**src/rtl/tluh_sram_arbiter.sv**
```systemverilog
// Round-robin arbiter sharing one single-port SRAM between NumReq requesters,
// with an atomic lock and an ID FIFO that steers read responses back to their issuer.
module tluh_sram_arbiter #(
  parameter int NumReq  = 2,
  parameter int SramAw  = 12,
  parameter int SramDw  = 32,
  parameter int RdDepth = 2
) (
  input  logic                     clk_i,
  input  logic                     rst_i,
  input  logic [NumReq-1:0]        req_i,
  input  logic [NumReq-1:0]        lock_i,
  input  logic [NumReq-1:0]        we_i,
  input  logic [NumReq*SramAw-1:0] addr_i,
  input  logic [NumReq*SramDw-1:0] wdata_i,
  input  logic [NumReq*SramDw-1:0] wmask_i,
  output logic [NumReq-1:0]        gnt_o,
  output logic [NumReq-1:0]        rvalid_o,
  output logic [SramDw-1:0]        rdata_o,
  output logic [1:0]               rerror_o,
  output logic                     sram_req_o,
  input  logic                     sram_gnt_i,
  output logic                     sram_we_o,
  output logic [SramAw-1:0]        sram_addr_o,
  output logic [SramDw-1:0]        sram_wdata_o,
  output logic [SramDw-1:0]        sram_wmask_o,
  input  logic [SramDw-1:0]        sram_rdata_i,
  input  logic                     sram_rvalid_i,
  input  logic [1:0]               sram_rerror_i,
  output logic                     spurious_o
);
  localparam int IdW  = (NumReq > 1) ? $clog2(NumReq) : 1;
  localparam int PtrW = (RdDepth > 1) ? $clog2(RdDepth) : 1;
  localparam int CntW = $clog2(RdDepth + 1);

  logic [IdW-1:0]  r_rr_ptr;
  logic [IdW-1:0]  r_owner;
  logic            r_owned;
  logic [IdW-1:0]  r_fifo [RdDepth];
  logic [PtrW-1:0] r_wptr;
  logic [PtrW-1:0] r_rptr;
  logic [CntW-1:0] r_count;

  logic              w_pop;
  logic              w_rd_ok;
  logic              w_found;
  logic              w_hi;
  logic              w_accept;
  logic              w_push;
  logic [NumReq-1:0] w_elig;
  logic [IdW-1:0]    w_win;
  logic [IdW-1:0]    w_win_hi;
  logic [IdW-1:0]    w_win_inc;
  logic [IdW-1:0]    w_head;
  logic [SramAw-1:0] w_addr  [NumReq];
  logic [SramDw-1:0] w_wdata [NumReq];
  logic [SramDw-1:0] w_wmask [NumReq];

  // A response popping this cycle frees a FIFO slot for a read granted in the same cycle.
  assign w_pop   = sram_rvalid_i && (r_count != '0);
  assign w_rd_ok = (r_count < CntW'(RdDepth)) || w_pop;
  assign w_head  = r_fifo[r_rptr];

  genvar gi;
  generate
    for (gi = 0; gi < NumReq; gi++) begin : g_req
      assign w_addr[gi]   = addr_i[gi*SramAw +: SramAw];
      assign w_wdata[gi]  = wdata_i[gi*SramDw +: SramDw];
      assign w_wmask[gi]  = wmask_i[gi*SramDw +: SramDw];
      assign w_elig[gi]   = req_i[gi] && (!r_owned || (r_owner == IdW'(gi))) &&
                            (we_i[gi] || w_rd_ok);
      assign gnt_o[gi]    = w_accept && (w_win == IdW'(gi));
      assign rvalid_o[gi] = w_pop && !rst_i && (w_head == IdW'(gi));
    end
  endgenerate

  // Two-pass scan: first eligible at or above rr_ptr, else the lowest eligible overall.
  always_comb begin
    w_found  = 1'b0;
    w_hi     = 1'b0;
    w_win    = '0;
    w_win_hi = '0;
    for (int k = 0; k < NumReq; k++) begin
      if (!w_hi && w_elig[k] && (IdW'(k) >= r_rr_ptr)) begin
        w_hi     = 1'b1;
        w_win_hi = IdW'(k);
      end
      if (!w_found && w_elig[k]) begin
        w_found = 1'b1;
        w_win   = IdW'(k);
      end
    end
    if (w_hi) w_win = w_win_hi;
  end

  assign w_win_inc    = (w_win == IdW'(NumReq - 1)) ? '0 : w_win + 1'b1;
  assign sram_req_o   = w_found && !rst_i;
  assign w_accept     = sram_req_o && sram_gnt_i;
  assign w_push       = w_accept && !we_i[w_win];
  assign sram_we_o    = sram_req_o ? we_i[w_win]    : 1'b0;
  assign sram_addr_o  = sram_req_o ? w_addr[w_win]  : '0;
  assign sram_wdata_o = sram_req_o ? w_wdata[w_win] : '0;
  assign sram_wmask_o = sram_req_o ? w_wmask[w_win] : '0;

  assign rdata_o    = (w_pop && !rst_i) ? sram_rdata_i  : '0;
  assign rerror_o   = (w_pop && !rst_i) ? sram_rerror_i : 2'b00;
  assign spurious_o = sram_rvalid_i && (r_count == '0) && !rst_i;

  always_ff @(posedge clk_i or posedge rst_i) begin
    if (rst_i) begin
      r_rr_ptr <= '0;
      r_owner  <= '0;
      r_owned  <= 1'b0;
      r_wptr   <= '0;
      r_rptr   <= '0;
      r_count  <= '0;
    end else begin
      // Only the owner can win while locked, so the winner's lock bit decides both lock and unlock.
      if (w_accept) begin
        r_owned <= lock_i[w_win];
        r_owner <= w_win;
        if (!lock_i[w_win]) r_rr_ptr <= w_win_inc;
      end
      if (w_push) r_wptr <= (r_wptr == PtrW'(RdDepth - 1)) ? '0 : r_wptr + 1'b1;
      if (w_pop)  r_rptr <= (r_rptr == PtrW'(RdDepth - 1)) ? '0 : r_rptr + 1'b1;
      if (w_push && !w_pop)      r_count <= r_count + 1'b1;
      else if (!w_push && w_pop) r_count <= r_count - 1'b1;
    end
  end

  always_ff @(posedge clk_i) begin
    if (w_push) r_fifo[r_wptr] <= w_win;
  end

endmodule

```
**config.mk**
```make
export PLATFORM = sky130hd
export DESIGN_NAME = tluh_sram_arbiter
export DESIGN_NICKNAME = d
export VERILOG_FILES = /design/src/rtl/tluh_sram_arbiter.sv
export SDC_FILE = /design/constraint.sdc
export NUM_CORES = 1
export LEC_CHECK = 0
export ABC_AREA = 1
export CAP_MARGIN = 15
export CORE_AREA = 2 2 122 124
export CTS_BUF_LIST = sky130_fd_sc_hd__clkbuf_4
export CTS_CLUSTER_SIZE = 24
export DETAILED_ROUTE_END_ITERATION = 8
export DIE_AREA = 0 0 124 126
export GPL_TIMING_DRIVEN = 0
export SLEW_MARGIN = 10
export SYNTH_ARGS = -nofsm -noshare
export SYNTH_HDL_FRONTEND = slang
export SYNTH_SLANG_ARGS = --single-unit
export TNS_END_PERCENT = 20
```
**constraint.sdc**
```tcl
create_clock -name clk_i -period 3.62 [get_ports clk_i]
set_input_delay 0.724 -clock clk_i [delete_from_list [all_inputs] [get_ports clk_i]]
set_output_delay 0.724 -clock clk_i [all_outputs]
set_load 0.005 [all_outputs]
```
; Word-level counts from Yosys, hierarchy flattened
; Memory sizes are Yosys's and may differ from the RTL's.
; Index checks and enable logic that the tools add are counted.
[classes]
bitwise_logic = 5
n_reduce_logical = 37
magnitude_cmp = 5
add_sub_neg = 5
muxes = 33
[op_table]
columns = cell, n
row1 = $mux W32, 9
row2 = $mux W12, 4
row3 = $logic_and A1 B1 Y1, 21
row4 = $mux W1, 17
row5 = $logic_not A1 Y1, 7
row6 = $mux W2, 3
row7 = $logic_or A1 B1 Y1, 5
row8 = $not A1 Y1, 4
row9 = $reduce_bool A2 Y1, 2
row10 = $add A1 B1 Y1 const B, 3
row11 = $add A2 B1 Y2 const B, 1
row12 = $ge A1 B1 Y1 const A, 2
row13 = $ge A2 B2 Y1 const B, 1
row14 = $logic_not A2 Y1, 1
row15 = $lt A1 B2 Y1 const B, 1
row16 = $lt A2 B2 Y1 const B, 1
row17 = $not A1 Y2, 1
row18 = $reduce_and A2 Y1, 1
row19 = $sub A2 B1 Y2 const B, 1
[word_totals]
n_memories = 1
word_cells = 92
regBits = 7
ram_bits = 2
output_inout_bits = 117
[memory_table]
columns = memory, words, width, read_ports, rd_ports_with_merged_regs, write_ports, line_no
row1 = r_fifo, 2, 1, 1, 0, 1, 39  ; logic [IdW-1:0] r_fifo [RdDepth];

; Logic depth before layout (Yosys ltp)
[logic_depth]
depth_word = 20
ltp_mapped = 14
depth_no_buf = 13

; Least setup slack after synthesis
; OpenSTA, ideal clock, no wires.
[synth_path]
path_type = input -> output
startpoint = in req_i[0]
endpoint = out sram_addr_o[0]
stages = 8
required_time_ps = 2896
t_arrival_ps = 1702
setup_slack_ps = 1194
path_cell_list = a21boi_0 -> nand2_1 -> nand2_1 -> nand2_2 -> inv_4 -> clkbuf_1 -> o21ai_0 -> nor2_1
[synth_between]
elab_chain_len = 14
word_cells_on_any_way = 21
[synth_rtl]
columns = item, line_no
row1 = from (decl), 11  ; input logic [NumReq-1:0] req_i,
row2 = $logic_and A1 B1 Y1 * (2 in series), 70  ; assign w_elig[gi] = req_i[gi] && (!r_owned || (r_owner == IdW'(gi))) &&
row3 = $logic_and A1 B1 Y1, 84  ; if (!w_hi && w_elig[k] && (IdW'(k) >= r_rr_ptr)) begin
row4 = $mux W1, 84
row5 = $logic_not A1 Y1, 84
row6 = $logic_and A1 B1 Y1 (2 in series), 84
row7 = $mux W1, 84
row8 = $mux W1, 93  ; if (w_hi) w_win = w_win_hi;
row9 = $not A1 Y2 (implied by the code), 101  ; assign sram_addr_o = sram_req_o ? w_addr[w_win] : '0;
row10 = $mux W12 (implied by the code) (3 in series), 101
row11 = $mux W12 *, 101
row12 = to (decl), 24  ; output logic [SramAw-1:0] sram_addr_o,
; Every way passes the cells marked *; elsewhere a longest branch is shown, timed or not. The select of a mux whose other input is x is not followed.

; Final worst setup path
[layout_path]
startpoint = in rst_i
endpoint = out rdata_o[0]
[layout_between]
elab_chain_len = 3
[layout_rtl]
columns = item, line_no
row1 = from (decl), 10  ; input logic rst_i,
row2 = $logic_not A1 Y1 (no line), --
row3 = $logic_and A1 B1 Y1, 105  ; assign rdata_o = (w_pop && !rst_i) ? sram_rdata_i : '0;
row4 = $mux W32, 105
row5 = to (decl), 19  ; output logic [SramDw-1:0] rdata_o,
; No other way between the ends.

==> results.cfg <==
[cells_and_area]
fillers = 1548
final_common_cell = clkdlybuf4s50_1
layout_common_cells = clkdlybuf4s50_1 (295), nor2_1 (192), o21ai_0 (76)
syn_to_final_growth_pct = 179
num-nets-final = 912
drive_above_1_share_pct = 6.02

[logic_synthesis]
synth_xor_area_share_pct = 1.35
mappedNetlistArea_um2 = 1950
syn_area_per_cell_um2 = 4.90
synth_seq_cells = 9
ys_types = 27
synth_ff_type = dfrtp_1
yosysSeqAreaShare_pct = 12.1
synthArstFlopShare_pct = 77.8
synth_adder_area_share_pct = 0.643
yosys_warnings = 0
synth_nets = 594
syn-instance-count = 397
synthMuxAreaShare_pct = 0
synth_top_family_by_area = simple AND/OR/NAND/NOR gates
synthSimpleGateAreaFrac_pct = 44.6
synth-edff-count = 2
synth_compound_area_share_pct = 22.1

[worst_setup_path]
cp_max_fo = 10
worstPathArrival_ns = 2.77
crit_type = in -> out
end_kind = output port
cp.required_ns = 2.90
worstSetupStartpointType = input port

[routing]
ant_nets = 0
drc = 0
avgRoutedWirePerCell_um = 13.3
vias = 3518
firstDrtPassIters = 4
vias_per_cell = 3.91
routed_wl_mm = 12.0
drt_iter0_drc = 116

[floorplan]
initial_core_util_pct = 13.6
rows = 44
die_y_um = 126
dieArea_um2 = 15600
core_um2 = 14300
die_w_um = 124
pin_count = 313

[sta]
fin_crit_sh_pct = 96.4
worst_slew_pin_slew_ns = 0.425
maxSlewHeadroom_pct = 71.7
hold_viol_final = 0
tns_ns = 0
layout_min_cycle_time_ns = 3.49
skew_ns = 0.00380
rsz0062_at_grt = yes
setup_viol = 0
maxSlewViolCount = 0
holdWs_ns = 0.481
fmax_mhz = 286

[clocking]
cts_sinks = 9
cts_buffer_depth = 2
cts_root_buf = clkbuf_4
cts.htree.levels = 1
clk-insertion-delay-late_ns = 0.26
ctsHoldBuffers = 0
cts_tree = done
cts_buffers = 3
path_clk_slew_ns = 0.06

[power_and_ir_drop]
p_comb_share_pct = 85.3
p_int_mw = 1.04
irDropWorstVdd_uv = 130
p_per_area_nw_per_um2 = 338
swShare_pct = 42.9
p_sw_mw = 0.786
power_frac_seq_pct = 9.9
p_clk_share_pct = 4.8
leakage_nw = 2.52

[hold_path]
hold_path.class = reg -> reg

[place]
hpwl_mm = 10.1
routabilityCongestion = 0.791
numPortBuffers = 312

[status]
outcome = finished, final reports clean

[grt]
grt_pass1_wl_mm = 17.2
grt_antenna_before_repair = 0
grt_max_degree = 12
grt_pass1_vias = 3343
overflow = 0
track_usage_pct = 14.1

[job]
cap_violations = 0
==> area by class of cell <==
cell class              instances  area (µm²)  share of cell area [%]
diodes                          1        2.50                  0.0461
plain buffers                  27         195                    3.60
clock buffers                   4        30.0                   0.554
inverters                      52         206                    3.81
multi-input cells             309        1340                    24.8
flip-flops and latches          9         235                    4.34
well taps                     184         230                    4.24
repair buffers                313        3180                    58.7
==> cells in the mapped netlist, types with 2 or more instances <==
library cell    n  area [µm²]
buf_2           3        15.0
clkbuf_1        7        26.3
nand2_1        14        52.6
buf_6           6        67.6
dfrtp_1         7         175
a21boi_0        2        15.0
o21ai_0        77         385
inv_1          49         184
buf_4           4        30.0
clkbuf_2        7        35.0
nand2_2         3        18.8
xnor2_1         2        17.5
nand3_1         6        30.0
o21ai_1         3        15.0
edfxtp_1        2        60.1
nor2_1        193         724
inv_4           2        12.5
==> layer usage <==
layer	vias to the layer above	global-route usage, %	routed length, µm
met1	1464	15.7	4520
met2	196	26.3	5920
met4	0	2.05	138
met5	-	0	0
met3	8	4.62	1370
li1	1850	-	-
==> path summary, 6_finish.rpt <==
check | endpoint | slack [ns] | cells past startpoint | start
max | rdata_o[0] | 0.13 | 6 | rst_i
max in group asynchronous | r_owned | 2.71 | 2 | rst_i
min | r_wptr | 0.48 | 2 | r_wptr
max reg2reg | r_count[1] | 1.32 | 13 | r_count[1]
min reg2reg | r_wptr | 0.48 | 2 | r_wptr
min in group asynchronous | r_count[1] | 0.73 | 2 | rst_i
==> stage by stage <==
stage,cells,setup WS (ns),total power [mW],util [%],instance area [µm²]
after floorplan,397,1.19,0.862,-,1950
after global placement,893,-0.217,1.75,37.0,5300
after detailed placement,893,-0.250,1.74,37.0,5300
after CTS,897,-0.0207,1.85,37.3,5340
after global routing,898,-0.0700,2.04,37.9,5420
final,899,0.130,1.83,37.9,5420
==> worst max-delay path: stages <==
cell             delay, ns
clkdlybuf4s50_1       0.50
clkinvlp_4            0.23
nand3_1               0.35
clkbuf_1              0.39
nor2_1                0.10
clkdlybuf4s50_1       0.46
==> power by group through the flow <==
stage               logic [mW]  registers, mW  clock network [mW]
floorplan                0.690          0.172                   0
global placement          1.57          0.179                   0
detailed placement        1.56          0.180                   0
CTS                       1.58          0.179              0.0929
global route              1.75          0.189              0.0994
finish                    1.56          0.181              0.0885
==> registers in the layout, indices dropped and copies added (netlist names) <==
| register | count |
|---|---|
| r_owned | 1 |
| r_count | 2 |
| r_wptr | 1 |
| r_rptr | 1 |
| r_owner | 1 |
| r_rr_ptr | 1 |
| r_fifo | 2 |
==> cell families (layout without fill, tap and decap cells) <==
logic type | count (synthesis) | after routing
AOI/OAI and AO/OA | 84 | 84
xor gates and xnor gates | 3 | 3
adders and majority gates | 1 | 1
buffers and inverters | 79 | 396
DFF | 9 | 9
other | 0 | 1
and+or+nand+nor | 221 | 221
==> repair_timing <==
action / 4_1_cts / 5_1_grt
pin swaps: 0 / 4
resized for setup: 10 / 27
endpoints found under the setup margin: 50 / 107
setup buffers: 0 / 1
Note: power is estimated with default switching activity, not from simulation.
==> RTL edit 1, RTL diff (same settings) <==
Register the output `rerror_o`; this adds one clock of latency there. The other outputs are not delayed to match.
--- a/src/rtl/tluh_sram_arbiter.sv
+++ b/src/rtl/tluh_sram_arbiter.sv
@@ -103,7 +103,9 @@
   assign sram_wmask_o = sram_req_o ? w_wmask[w_win] : '0;
 
   assign rdata_o    = (w_pop && !rst_i) ? sram_rdata_i  : '0;
-  assign rerror_o   = (w_pop && !rst_i) ? sram_rerror_i : 2'b00;
+  always_ff @(posedge clk_i) begin
+    rerror_o <= (w_pop && !rst_i) ? sram_rerror_i : 2'b00;
+  end
   assign spurious_o = sram_rvalid_i && (r_count == '0) && !rst_i;
 
   always_ff @(posedge clk_i or posedge rst_i) begin
Function: changed (a bounded check fails within 4 cycles, from zero or initial values and one cycle with rst_i high).
==> RTL edit 1 against the original RTL <==
Global-route usage decreased by 0.12 points; total power increased by 7.1%; sequential cell count increased by 2; sequential power increased by 22%; setup slack got worse by 28 ps; critical path type unchanged; core utilization increased by 0.38 points; area after synthesis increased by 6.1%; wire length decreased by 3.7%; cell area increased by 1.0%.
==> RTL edit 1: results <==
status:
  status: "complete, no violations"
critical_path:
  crit_slowest_cell: "clkdlybuf4s50_1"
  reg2reg_to: "r_count[1]"
  r2r_slack_ps: 1470
  crit_path_max_fanout: 10
  rr_startpoint: "r_count[1]"
  arrival_ps: 2790
logic_synthesis:
  synth_edf_count: 2
  syn_nets: 594
  ys_async_sr_fraction_pct: 63.6
  synth_common_cells: "nor2_1, o21ai_0, inv_1, nor2_2, buf_2"
  ys_top_cells_by_area: "nor2_1, o21ai_0, inv_1, dfrtp_1, nor2_2"
  synth.distinct_cells: 28
  ys_seq_area_share_pct: 13.3
  synth_warnings: 0
  yosysMostFrequentCell: "nor2_1"
placed_design:
  gp_congestion: 0.802
  hpwlAfterDp_um: 9880
detailed_routing:
  first_iter_violations: 133
  vias_per_cell: 3.86
  post_drt_wl_per_cell_um: 12.8
worst_hold_path:
  hold_end: "r_rr_ptr"
  hold_start: "r_rr_ptr"
global_route:
  grt_first_pass_wirelength_um: 17300
  grtUsageTotal_pct: 14.0
  grt_pass1_vias: 3391
finish:
  num-nets-final: 911
  top_regs: "r_count (2), r_fifo (2), rerror_o (2)"
  drive_gt1_share_pct: 8.13
  antenna_cells: 0
sta:
  drv_slew: 0
  tightest_slew_ps: 433
  finClkSkew_ps: 2.93
cts:
  cts_root_buf: "clkbuf_4"
  cts.htree.levels: 1
power:
  leakagePower_nw: 2.28
  ir_worst_vdd_v: 0.000135
## RTL edit 1: cell count changes after synthesis, sizes merged, moves of 2 or more
cell    delta
dfxtp      +2
inv        -2
nand3      +2
buf       +11
clkbuf    -11
## RTL edit 1: power breakdown
part | switching (W) | total (W) | internal, W
Combinational | 0.000749 | 0.00165 | 0.000903
Sequential | 0.0000481 | 0.000220 | 0.000172
Clock | 0.0000390 | 0.0000890 | 0.0000500
## RTL edit 1: per-layer routing
| layer | vias to the layer above | track usage [%] | routed length [um] |
|---|---|---|---|
| li1 | 1853 | - | - |
| met1 | 1414 | 16.5 | 4570 |
| met2 | 179 | 25.2 | 5600 |
| met3 | 18 | 3.08 | 1060 |
| met4 | 0 | 3.70 | 272 |
| met5 | - | 0 | 0 |
## RTL edit 1: worst max-delay path by stage
stage                        from               end  slack (ps)
finish                   req_i[0]  sram_wdata_o[27]         100
global route             req_i[0]  sram_wdata_o[28]         -20
CTS                 sram_rvalid_i  sram_wdata_o[11]           7
detailed placement       req_i[0]  sram_wmask_o[23]        -140
global placement         req_i[0]  sram_wmask_o[23]        -200
floorplan                req_i[0]  sram_wmask_o[12]        1200
## RTL edit 1: through the flow
step	std cells	hold slack [ps]	instance area [um^2]	setup slack [ps]
floorplan	397	442	2060	1200
global placement	893	455	5420	-203
detailed placement	893	469	5420	-144
CTS	897	487	5460	7.24
global route	897	523	5480	-17.9
finish	897	479	5480	102
## RTL edit 1: area by class of cell
class	count	area, um^2
multi-input combinational	309	1410
buffer	27	211
fill	1573	8830
clock buffer	4	30.0
sequential	11	275
inverter	50	196
tap	184	230
timing repair buffer	312	3120
## RTL edit 1: kinds of logic after synthesis
family                     count (synthesis)  synth area share (%)
xor gates and xnor gates                   3                  1.27
AOI/OAI and AO/OA                         83                  20.9
and+or+nand+nor                          222                  44.8
adders and majority gates                  1                 0.606
DFF                                       11                  13.3
buffers and inverters                     77                  19.1
## RTL edit 1: worst reg2reg max path, cell delays in order, from the launching register on
cell and delay, ps:
dfrtp_1 470, o21ai_4 240, nand3_1 100, nand2_1 100, inv_2 60, nand2_4 140
nand2_1 70, nand2_1 100, nand2_1 90, inv_1 70, ha_1 240, a21oi_1 110
o21ai_0 110, xnor2_1 130
## RTL edit 1: repair_timing
action,CTS,global route
hold buffers,0,0
gates resized for setup,6,4
cloned,0,0
setup endpoints to repair,40,99
==> RTL edit 2, RTL diff (config.mk and constraints unchanged) <==
Without the edit above. Set the parameter `RdDepth` to 1 (it was 2).
--- a/src/rtl/tluh_sram_arbiter.sv
+++ b/src/rtl/tluh_sram_arbiter.sv
@@ -4,7 +4,7 @@
   parameter int NumReq  = 2,
   parameter int SramAw  = 12,
   parameter int SramDw  = 32,
-  parameter int RdDepth = 2
+  parameter int RdDepth = 1
 ) (
   input  logic                     clk_i,
   input  logic                     rst_i,
Function: changed (a bounded check fails within 4 cycles, from zero or initial values and one cycle with rst_i high).
==> RTL edit 2 against the original RTL <==
Area after synthesis is 5.6% lower; sequential cell count is 4 lower; cell area is 3.1% lower; wire length is 3.5% lower; total power is 12% lower; first-iteration DRC count is 28% lower; setup slack worse by 20 ps; count of clock-buffer cells in the layout stayed put; hold slack better by 73 ps; combinational power is 8% lower.
==> RTL edit 2: results <==
power:
  ir_worst_vdd_v: 0.000111
logic_synthesis:
  ys_async_sr_fraction_pct: 80.0
  ys_seq_area_share_pct: 7.08
  synth_common_cells: "nand2_1, a21oi_1, inv_1, nor2_1, buf_2"
  synth.distinct_cells: 26
  synth_edf_count: 1
  syn_nets: 571
  ys_top_cells_by_area: "nand2_1, a21oi_1, inv_1, nor2_1, dfrtp_1"
sta:
  slew-limit-headroom_pct: 69.4
  finClkSkew_ps: 1.58
placed_design:
  hpwlAfterDp_um: 9840
  gp_congestion: 0.810
detailed_routing:
  vias: 3425
  post_drt_wl_per_cell_um: 13.2
critical_path:
  arrival_ps: 2790
  rr_startpoint: "r_count"
  r2r_slack_ps: 1680
  critPathLaunch: "sram_rvalid_i"
  ff2ff_path_depth: 12
  slowest_delay_ps: 530
  reg2reg_to: "r_count"
worst_hold_path:
  hold_end: "r_owned"
  hold_start: "r_owned"
finish:
  num-nets-final: 888
  fillers: 1580
  drive_gt1_share_pct: 9.28
  antenna_cells: 0
global_route:
  grtUsageTotal_pct: 13.6
  grt_first_pass_wirelength_um: 16900
  grt_max_degree: 11
  grt_pass1_vias: 3292
cts:
  cts_root_buf: "clkbuf_4"
  clk_pin_slew_ps: 40
status:
  status: "complete, no violations"
[RTL edit 2: per-layer routing]
metal	vias up	global-route usage, %	share of wire [%]
li1	1780	-	-
met2	206	27.2	52
met5	-	0	0
met1	1435	14.4	35
met3	4	3.80	13
met4	0	1.12	0.36
[RTL edit 2: final cells by class]
type / instances / area share, %
repair buffers: 312 / 59.4
multi-input cells: 298 / 26.3
well taps: 184 / 4.38
plain buffers: 28 / 3.79
inverters: 43 / 3.12
flip-flops and latches: 5 / 2.48
clock buffers: 4 / 0.571
[RTL edit 2: repair_timing]
action                     4_1_cts  5_1_grt
setup endpoints to repair        3       73
hold buffers                     0        0
resized for setup                3       18
setup buffers                    0        0
[RTL edit 2: how the worst max path moves through the flow]
stage               depth (start not counted)               end
global route                               11  sram_wmask_o[26]
global placement                           10  sram_wmask_o[26]
finish                                      9  sram_wmask_o[26]
floorplan                                   8  sram_wmask_o[10]
CTS                                        11   sram_wdata_o[3]
detailed placement                         10  sram_wmask_o[26]
[RTL edit 2: logic make-up (layout without fill, tap and decap cells)]
logic type,after synthesis,after routing,share of synthesized area [%]
xor gates and xnor gates,1,1,0.477
buffers and inverters,71,387,18.6
AOI/OAI and AO/OA,81,81,24.9
and+or+nand+nor,215,215,48.3
DFF,5,5,7.08
adders and majority gates,1,1,0.681
[RTL edit 2: stage by stage]
step	cells	instance area, um^2	setup slack [ps]	hold slack, ps	power [W]
after floorplan	374	1840	1280	471	0.000746
after global placement	870	5190	-52.3	505	0.00154
after detailed placement	870	5190	-55.4	513	0.00154
after CTS	874	5230	7.32	524	0.00162
after global routing	874	5260	-40.1	590	0.00177
final	874	5260	110	554	0.00161
[RTL edit 2: worst register-to-register path: cells and delay by family (launching register included)]
kind / cells / cell delay [ps]
and+or+nand+nor: 6 / 530
xor gates and xnor gates: 1 / 120
DFF: 1 / 370
adders and majority gates: 1 / 300
buffers and inverters: 3 / 440
AOI/OAI and AO/OA: 1 / 60
[RTL edit 2: power by group]
group / internal [W] / switching [W] / leakage (nW)
clock: 0.0000490 / 0.0000209 / 0.0184
combinational: 0.000763 / 0.000676 / 2.13
sequential: 0.0000829 / 0.0000145 / 0.0564
